--- config.mk ---
export PLATFORM = sky130hd
export DESIGN_NAME = sram_march_bist
export DESIGN_NICKNAME = d
export VERILOG_FILES = /design/src/rtl/sram_march_bist.sv
export SDC_FILE = /design/constraint.sdc
export NUM_CORES = 1
export LEC_CHECK = 0
export BUFFER_PORTS_ARGS = -buffer_cell sky130_fd_sc_hd__buf_2
export CAP_MARGIN = 20
export CORE_MARGIN = 5
export CORE_UTILIZATION = 55
export DETAILED_ROUTE_END_ITERATION = 12
export GPL_TIMING_DRIVEN = 1
export PLACE_DENSITY = 0.76
export SYNTH_ARGS = -nofsm -noshare
export SYNTH_HDL_FRONTEND = slang
export SYNTH_SLANG_ARGS = --single-unit
--- constraint.sdc ---
create_clock -name Clock -period 8.4 [get_ports Clock]
set_clock_uncertainty 0.15 [all_clocks]
set_input_delay 1.26 -clock Clock [delete_from_list [all_inputs] [get_ports Clock]]
set_output_delay 1.26 -clock Clock [all_outputs]
set_load 0.02 [all_outputs]
--- src/rtl/sram_march_bist.sv ---
// sram_march_bist: parametrised March C- self-test engine for a synchronous SRAM.
//
// Runs the six March C- elements (w0; up r0w1; up r1w0; down r0w1; down r1w0; down r0) over
// all 2^ADDR_W words, using a background pattern selected at start. Read data is compared
// READ_LATENCY cycles after the read is issued through a matching shift register.
//
// Ports
//   Clock, Reset          clock, asynchronous active-high reset
//   BIST_start            rising edge in idle starts a run
//   BIST_mode             background: 0 solid, 1 checkerboard, 2 address, 3 as 0
//   BIST_abort            ends an active run on the next edge
//   BIST_address          registered SRAM address
//   BIST_write_data       registered SRAM write data
//   BIST_we_n             registered active-low write enable
//   BIST_read_data        SRAM read data, READ_LATENCY cycles after the address
//   BIST_finish           idle after a completed or aborted run
//   BIST_mismatch         sticky compare failure flag
//   BIST_fail_count       saturating compare failure count
//   BIST_fail_address/expected/actual  first failure log
module sram_march_bist #(
    parameter int unsigned ADDR_W       = 18,
    parameter int unsigned DATA_W       = 16,
    parameter int unsigned READ_LATENCY = 2
) (
    input  logic              Clock,
    input  logic              Reset,
    input  logic              BIST_start,
    input  logic [1:0]        BIST_mode,
    input  logic              BIST_abort,
    output logic [ADDR_W-1:0] BIST_address,
    output logic [DATA_W-1:0] BIST_write_data,
    output logic              BIST_we_n,
    input  logic [DATA_W-1:0] BIST_read_data,
    output logic              BIST_finish,
    output logic              BIST_mismatch,
    output logic [15:0]       BIST_fail_count,
    output logic [ADDR_W-1:0] BIST_fail_address,
    output logic [DATA_W-1:0] BIST_fail_expected,
    output logic [DATA_W-1:0] BIST_fail_actual
);

    localparam int unsigned L = READ_LATENCY;
    localparam logic [ADDR_W-1:0] AddrLast = {ADDR_W{1'b1}};

    typedef enum logic [1:0] {StIdle, StRun, StDrain} state_e;

    state_e            state_q, state_d;
    logic [2:0]        elem_q, elem_d;      // march element 0..5
    logic              rd_q, rd_d;          // op currently driven is a read
    logic [3:0]        drain_q, drain_d;
    logic              start_q;
    logic [1:0]        mode_q, mode_d;
    logic [ADDR_W-1:0] addr_q, addr_d;
    logic [DATA_W-1:0] wdata_q, wdata_d;    // during reads holds the expected data
    logic              we_n_q, we_n_d;
    logic              finish_q, finish_d;
    logic              mismatch_q, mismatch_d;
    logic [15:0]       fail_count_q, fail_count_d;
    logic [ADDR_W-1:0] fail_addr_q, fail_addr_d;
    logic [DATA_W-1:0] fail_exp_q, fail_exp_d;
    logic [DATA_W-1:0] fail_act_q, fail_act_d;

    logic              pipe_vld_q [L];
    logic              pipe_vld_d [L];
    logic [DATA_W-1:0] pipe_exp_q [L];
    logic [DATA_W-1:0] pipe_exp_d [L];
    logic [ADDR_W-1:0] pipe_adr_q [L];
    logic [ADDR_W-1:0] pipe_adr_d [L];

    logic start_rise;
    assign start_rise = BIST_start & ~start_q;

    function automatic logic [DATA_W-1:0] background(input logic [1:0] mode,
                                                     input logic [ADDR_W-1:0] a);
        logic [DATA_W-1:0] b;
        b = '0;
        case (mode)
            2'd1: begin
                for (int i = 0; i < DATA_W; i++) begin
                    b[i] = ((i % 2) == 0) ^ a[0];
                end
            end
            2'd2:    b = DATA_W'(a);
            default: b = '0;
        endcase
        return b;
    endfunction

    // Writes of M1/M3 and reads of M2/M4 use the inverted background.
    function automatic logic [DATA_W-1:0] op_data(input logic [1:0] mode, input logic [2:0] elem,
                                                  input logic is_write,
                                                  input logic [ADDR_W-1:0] a);
        logic inv;
        if (is_write) begin
            inv = (elem == 3'd1) || (elem == 3'd3);
        end else begin
            inv = (elem == 3'd2) || (elem == 3'd4);
        end
        return inv ? ~background(mode, a) : background(mode, a);
    endfunction

    always_comb begin
        state_d      = state_q;
        elem_d       = elem_q;
        rd_d         = rd_q;
        drain_d      = drain_q;
        mode_d       = mode_q;
        addr_d       = addr_q;
        wdata_d      = wdata_q;
        we_n_d       = we_n_q;
        finish_d     = finish_q;
        mismatch_d   = mismatch_q;
        fail_count_d = fail_count_q;
        fail_addr_d  = fail_addr_q;
        fail_exp_d   = fail_exp_q;
        fail_act_d   = fail_act_q;

        // Compare pipeline: entry k describes the read issued k+1 cycles ago.
        pipe_vld_d[0] = (state_q == StRun) && rd_q;
        pipe_exp_d[0] = wdata_q;
        pipe_adr_d[0] = addr_q;
        for (int k = 1; k < L; k++) begin
            pipe_vld_d[k] = pipe_vld_q[k-1];
            pipe_exp_d[k] = pipe_exp_q[k-1];
            pipe_adr_d[k] = pipe_adr_q[k-1];
        end

        if (pipe_vld_q[L-1] && (BIST_read_data != pipe_exp_q[L-1])) begin
            mismatch_d = 1'b1;
            if (fail_count_q != 16'hFFFF) begin
                fail_count_d = fail_count_q + 16'd1;
            end
            if (fail_count_q == 16'd0) begin
                fail_addr_d = pipe_adr_q[L-1];
                fail_exp_d  = pipe_exp_q[L-1];
                fail_act_d  = BIST_read_data;
            end
        end

        unique case (state_q)
            StIdle: begin
                addr_d   = '0;
                we_n_d   = 1'b1;
                wdata_d  = '0;
                finish_d = 1'b1;
                if (start_rise) begin
                    state_d      = StRun;
                    mode_d       = BIST_mode;
                    elem_d       = 3'd0;
                    rd_d         = 1'b0;
                    we_n_d       = 1'b0;
                    wdata_d      = background(BIST_mode, '0);
                    finish_d     = 1'b0;
                    mismatch_d   = 1'b0;
                    fail_count_d = '0;
                    fail_addr_d  = '0;
                    fail_exp_d   = '0;
                    fail_act_d   = '0;
                end
            end
            StRun: begin
                if (rd_q && (elem_q != 3'd5)) begin
                    // Second half of an r-then-w element: same address.
                    rd_d    = 1'b0;
                    we_n_d  = 1'b0;
                    wdata_d = op_data(mode_q, elem_q, 1'b1, addr_q);
                end else if (addr_q == ((elem_q < 3'd3) ? AddrLast : '0)) begin
                    if (elem_q == 3'd5) begin
                        state_d = StDrain;
                        drain_d = '0;
                        rd_d    = 1'b0;
                        addr_d  = '0;
                        we_n_d  = 1'b1;
                        wdata_d = '0;
                    end else begin
                        // Elements 1..5 all begin with a read.
                        elem_d  = elem_q + 3'd1;
                        addr_d  = (elem_d < 3'd3) ? '0 : AddrLast;
                        rd_d    = 1'b1;
                        we_n_d  = 1'b1;
                        wdata_d = op_data(mode_q, elem_d, 1'b0, addr_d);
                    end
                end else begin
                    addr_d  = (elem_q < 3'd3) ? addr_q + 1'b1 : addr_q - 1'b1;
                    rd_d    = (elem_q != 3'd0);
                    we_n_d  = (elem_q != 3'd0);
                    wdata_d = op_data(mode_q, elem_q, elem_q == 3'd0, addr_d);
                end
            end
            StDrain: begin
                if (drain_q == 4'(L - 1)) begin
                    state_d  = StIdle;
                    finish_d = 1'b1;
                end else begin
                    drain_d = drain_q + 4'd1;
                end
            end
            default: state_d = StIdle;
        endcase

        if (BIST_abort && (state_q != StIdle)) begin
            state_d  = StIdle;
            rd_d     = 1'b0;
            addr_d   = '0;
            we_n_d   = 1'b1;
            wdata_d  = '0;
            finish_d = 1'b1;
            for (int k = 0; k < L; k++) begin
                pipe_vld_d[k] = 1'b0;
            end
        end
    end

    always_ff @(posedge Clock or posedge Reset) begin
        if (Reset) begin
            state_q      <= StIdle;
            elem_q       <= '0;
            rd_q         <= 1'b0;
            drain_q      <= '0;
            // A start held high through reset must not look like a fresh edge.
            start_q      <= 1'b1;
            mode_q       <= '0;
            addr_q       <= '0;
            wdata_q      <= '0;
            we_n_q       <= 1'b1;
            finish_q     <= 1'b0;
            mismatch_q   <= 1'b0;
            fail_count_q <= '0;
            fail_addr_q  <= '0;
            fail_exp_q   <= '0;
            fail_act_q   <= '0;
            for (int k = 0; k < L; k++) begin
                pipe_vld_q[k] <= 1'b0;
                pipe_exp_q[k] <= '0;
                pipe_adr_q[k] <= '0;
            end
        end else begin
            state_q      <= state_d;
            elem_q       <= elem_d;
            rd_q         <= rd_d;
            drain_q      <= drain_d;
            start_q      <= BIST_start;
            mode_q       <= mode_d;
            addr_q       <= addr_d;
            wdata_q      <= wdata_d;
            we_n_q       <= we_n_d;
            finish_q     <= finish_d;
            mismatch_q   <= mismatch_d;
            fail_count_q <= fail_count_d;
            fail_addr_q  <= fail_addr_d;
            fail_exp_q   <= fail_exp_d;
            fail_act_q   <= fail_act_d;
            for (int k = 0; k < L; k++) begin
                pipe_vld_q[k] <= pipe_vld_d[k];
                pipe_exp_q[k] <= pipe_exp_d[k];
                pipe_adr_q[k] <= pipe_adr_d[k];
            end
        end
    end

    assign BIST_address       = addr_q;
    assign BIST_write_data    = wdata_q;
    assign BIST_we_n          = we_n_q;
    assign BIST_finish        = finish_q;
    assign BIST_mismatch      = mismatch_q;
    assign BIST_fail_count    = fail_count_q;
    assign BIST_fail_address  = fail_addr_q;
    assign BIST_fail_expected = fail_exp_q;
    assign BIST_fail_actual   = fail_act_q;

endmodule

==> flow_summary_export.csv <==
group,metric,value,unit
outcome,outcome,"completed",
worst_setup_path,crit_arrival,3.78,ns
hold_path,hold_path_class,"reg -> reg",
cts,cts_setup_buffers,0,
sta,finalWorstSetupSlack,4.80,ns
cts,clk_latency,0.42,ns
place,dp_slack,4.81,ns
detailed_routing,wl,24200,um
power_and_ir_drop,worst_ir_drop_vdd,0.000154,V
finish,final_nets,1091,
yosys,synthCells,972,
cts,clk_path_buf_depth,2,
yosys,synth_top_area_share,47.8,%
detailed_routing,drt_iter0_drc,695,
yosys,synth_ff_type,"dfrtp_1",
power_and_ir_drop,total_power,2.33,mW
grt,grt_pass1_vias,7363,
floorplanning,die_w,142,um
floorplanning,io_pins,125,
grt,gr-usage-all-layers,24.3,%
floorplanning,die_h,142,um
cts,cts_tree,"done",
cts,cts.sink_count,186,
sta,relSlewSlack,36.8,%
yosys,syn_avg_cell_area,9.90,sq um
place,post_dp_cell_area,10100,sq um
worst_setup_path,crit_path_max_fanout,20,
finish,instances_no_fill,1275,
place,io_buffers,124,
yosys,syn_nets,1023,
sta,fin_tns_setup,0,ns
floorplanning,fp.coreArea,17200,sq um
detailed_routing,wl_per_cell,19.0,um
cts,cts_hold_buf,0,
grt,grt_max_degree,112,
job,cap_viol_max_count,0,
sta,fmax,278,MHz
detailed_routing,drcViolationCount,0,
yosys,yosys.area.top_type,"dfrtp_1",
yosys,synth_area,9630,sq um
yosys,yosysWarnings,0,
yosys,ys_async_sr_fraction,100,%
worst_setup_path,cp.required,8.58,ns
place,gp_congestion,0.992,
sta,hold_viol_final,0,
cts,cts.reportedPaths.clkPinSlew,0.07,ns
sta,worst_slew_pin_slew,0.948,ns
sta,setup_viol,0,
finish,num_antenna_cells,0,
detailed_routing,ant_nets,0,
worst_setup_path,critPathCaptureType,"flip-flop",
finish,final_area,10700,sq um
grt,grt_overflow,0,
cts,postCtsResizedCells,0,
sta,slew_violations,0,
yosys,netlist_top_cells_area,"dfrtp_1 (48%), mux2i_1 (6.6%), a21oi_1 (4.0%)",
cts,cts_root_buffer,"clkbuf_16",
yosys,synth.distinct_cells,81,
cts,numCtsBuffers,17,
worst_setup_path,crit_type,"reg -> reg",
floorplanning,core.rowCount,48,
detailed_routing,vias,7495,
sta,min_period_over_period,42.9,%
worst_setup_path,crit_path_start_kind,"flip-flop",
grt,grt_pass1_wl,39000,um
yosys,synth_seq_cells,186,
yosys,seq_area_frac_synth,48.4,%
power_and_ir_drop,powerDensity,218,nW/um^2
yosys,synth_edf_count,0,
sta,min_period,3.60,ns
detailed_routing,viasPerCell,5.88,
grt,antenna_found_initial,0,
place,dp.cells,1246,
floorplanning,initial_core_util,55.9,%
cts,cts_max_level,4,
floorplanning,fp.dieArea,20200,sq um
sta,rsz0062_at_grt,"no",
finish,drive_above_1_share,17.9,%
place,dp_hpwl,16700,um
power_and_ir_drop,p_leak,5.15,nW
detailed_routing,first_pass_iters,5,
finish,synthToLayoutAreaGrowth,10.9,%
-- Yosys cell counts (all sizes together), types with 4 or more instances --
cell	count
o21ai	58
or3	4
a221oi	6
a31oi	4
buf	57
nand2b	7
inv	27
clkbuf	24
o21bai	4
nand2	92
a21o	9
nor3	21
ha	28
and2	4
a21oi	79
nor2b	9
nand3	16
a211oi	9
or2	4
xnor2	41
dfrtp	184
nor2	105
nand4	18
a22oi	7
and3	8
mux2i	63
nor4	8
o211ai	4
xor2	20
-- layer usage --
metal	routed length [um]	track usage [%]	up-vias
met1	10500	33.8	3663
met4	537	7.65	0
met3	1620	4.20	45
met2	11500	39.2	287
met5	0	0	-
li1	-	-	3500
-- metrics by stage --
stage	util, %	hold WS, ns
2_1_floorplan	-	0.181
3_3_place_gp	58.7	0.181
3_5_place_dp	58.7	0.185
4_1_cts	61.9	0.190
5_1_grt	61.9	0.196
6_report	61.9	0.189
-- where the power goes --
group	leakage, nW	switching [mW]	internal, mW
registers	2.55	0.0504	0.958
clock network	0.272	0.331	0.443
logic	2.33	0.355	0.192
total	5.15	0.737	1.59
-- critical path: stages, from the launching register on --
cell and delay (ns):
dfrtp_1 0.45, a21oi_2 0.32, inv_4 0.18, ha_1 0.51, nand4_1 0.23, nor4_2 0.36
and3_1 0.62, a21oi_1 0.15, nor2_1 0.31, nand3_1 0.12, o21ai_0 0.11
-- registers in the layout, indices dropped and copies added (netlist names), 18 cells and up --
signal,count
BIST_address,18
BIST_fail_address,18
pipe_adr_d,18
pipe_adr_q,18
-- logic make-up after synthesis --
kind of cell | after synthesis | share of synthesized area, %
and+or+nand+nor | 309 | 15.0
AOI/OAI and AO/OA | 213 | 14.3
DFF | 186 | 48.4
buffers and inverters | 108 | 6.08
muxes | 66 | 6.90
xor gates and xnor gates | 61 | 5.55
adders and majority gates | 29 | 3.85
-- final cells by class --
class / count / area (sq um)
clock buffer: 19 / 443
clock inverter: 10 / 120
fill: 1402 / 6560
inverter: 27 / 111
multi-input combinational: 678 / 4400
sequential: 186 / 4660
tap: 225 / 282
timing repair buffer: 130 / 666
-- placed cells by master, fill, tap and decap left out, types with 3 or more instances in the layout --
master     Yosys  routed
or2_2          4       4
nand4_1       18      18
clkbuf_16      0      17
nand3_1       16      16
buf_4         35       6
a211oi_1       9       9
inv_6          0       3
and3_1         8       8
buf_2         19     124
nor3_1        21      20
dfrtp_1      184     184
or3_1          4       4
inv_1         25      24
nand2b_1       7       7
and2_1         3       3
nor2b_1        9       9
nor3b_1        3       3
a221oi_2       3       3
nand2_1       92      92
o21ai_1       12      12
a21oi_1       77      77
nor4_1         7       7
xor2_1        20      20
o31ai_1        3       3
o21ai_0       45      45
nor2_1       102     101
and4_1         3       3
mux2i_1       63      63
a221oi_1       3       3
ha_1          28      28
a22oi_1        7       7
xnor2_1       41      41
a21o_1         9       9
o21bai_1       4       4
a31oi_1        4       4
o211ai_1       4       4
-- final timing paths --
kind	startpoint	end	slack, ns	depth (start not counted)
setup / recovery	elem_q[0]$_DFFE_PP0P_	elem_q[0]$_DFFE_PP0P_	4.80	10
hold / removal	pipe_adr_d[9]$_DFF_PP0_	pipe_adr_q[9]$_DFF_PP0_	0.19	0
setup reg to reg	elem_q[0]$_DFFE_PP0P_	elem_q[0]$_DFFE_PP0P_	4.80	10
hold reg to reg	pipe_adr_d[9]$_DFF_PP0_	pipe_adr_q[9]$_DFF_PP0_	0.19	0
max in group asynchronous	Reset	pipe_exp_d[3]$_DFF_PP0_	5.78	3
min in group asynchronous	Reset	BIST_fail_actual[11]$_DFF_PP0_	0.82	2
Power figures use the tool's default switching activity.
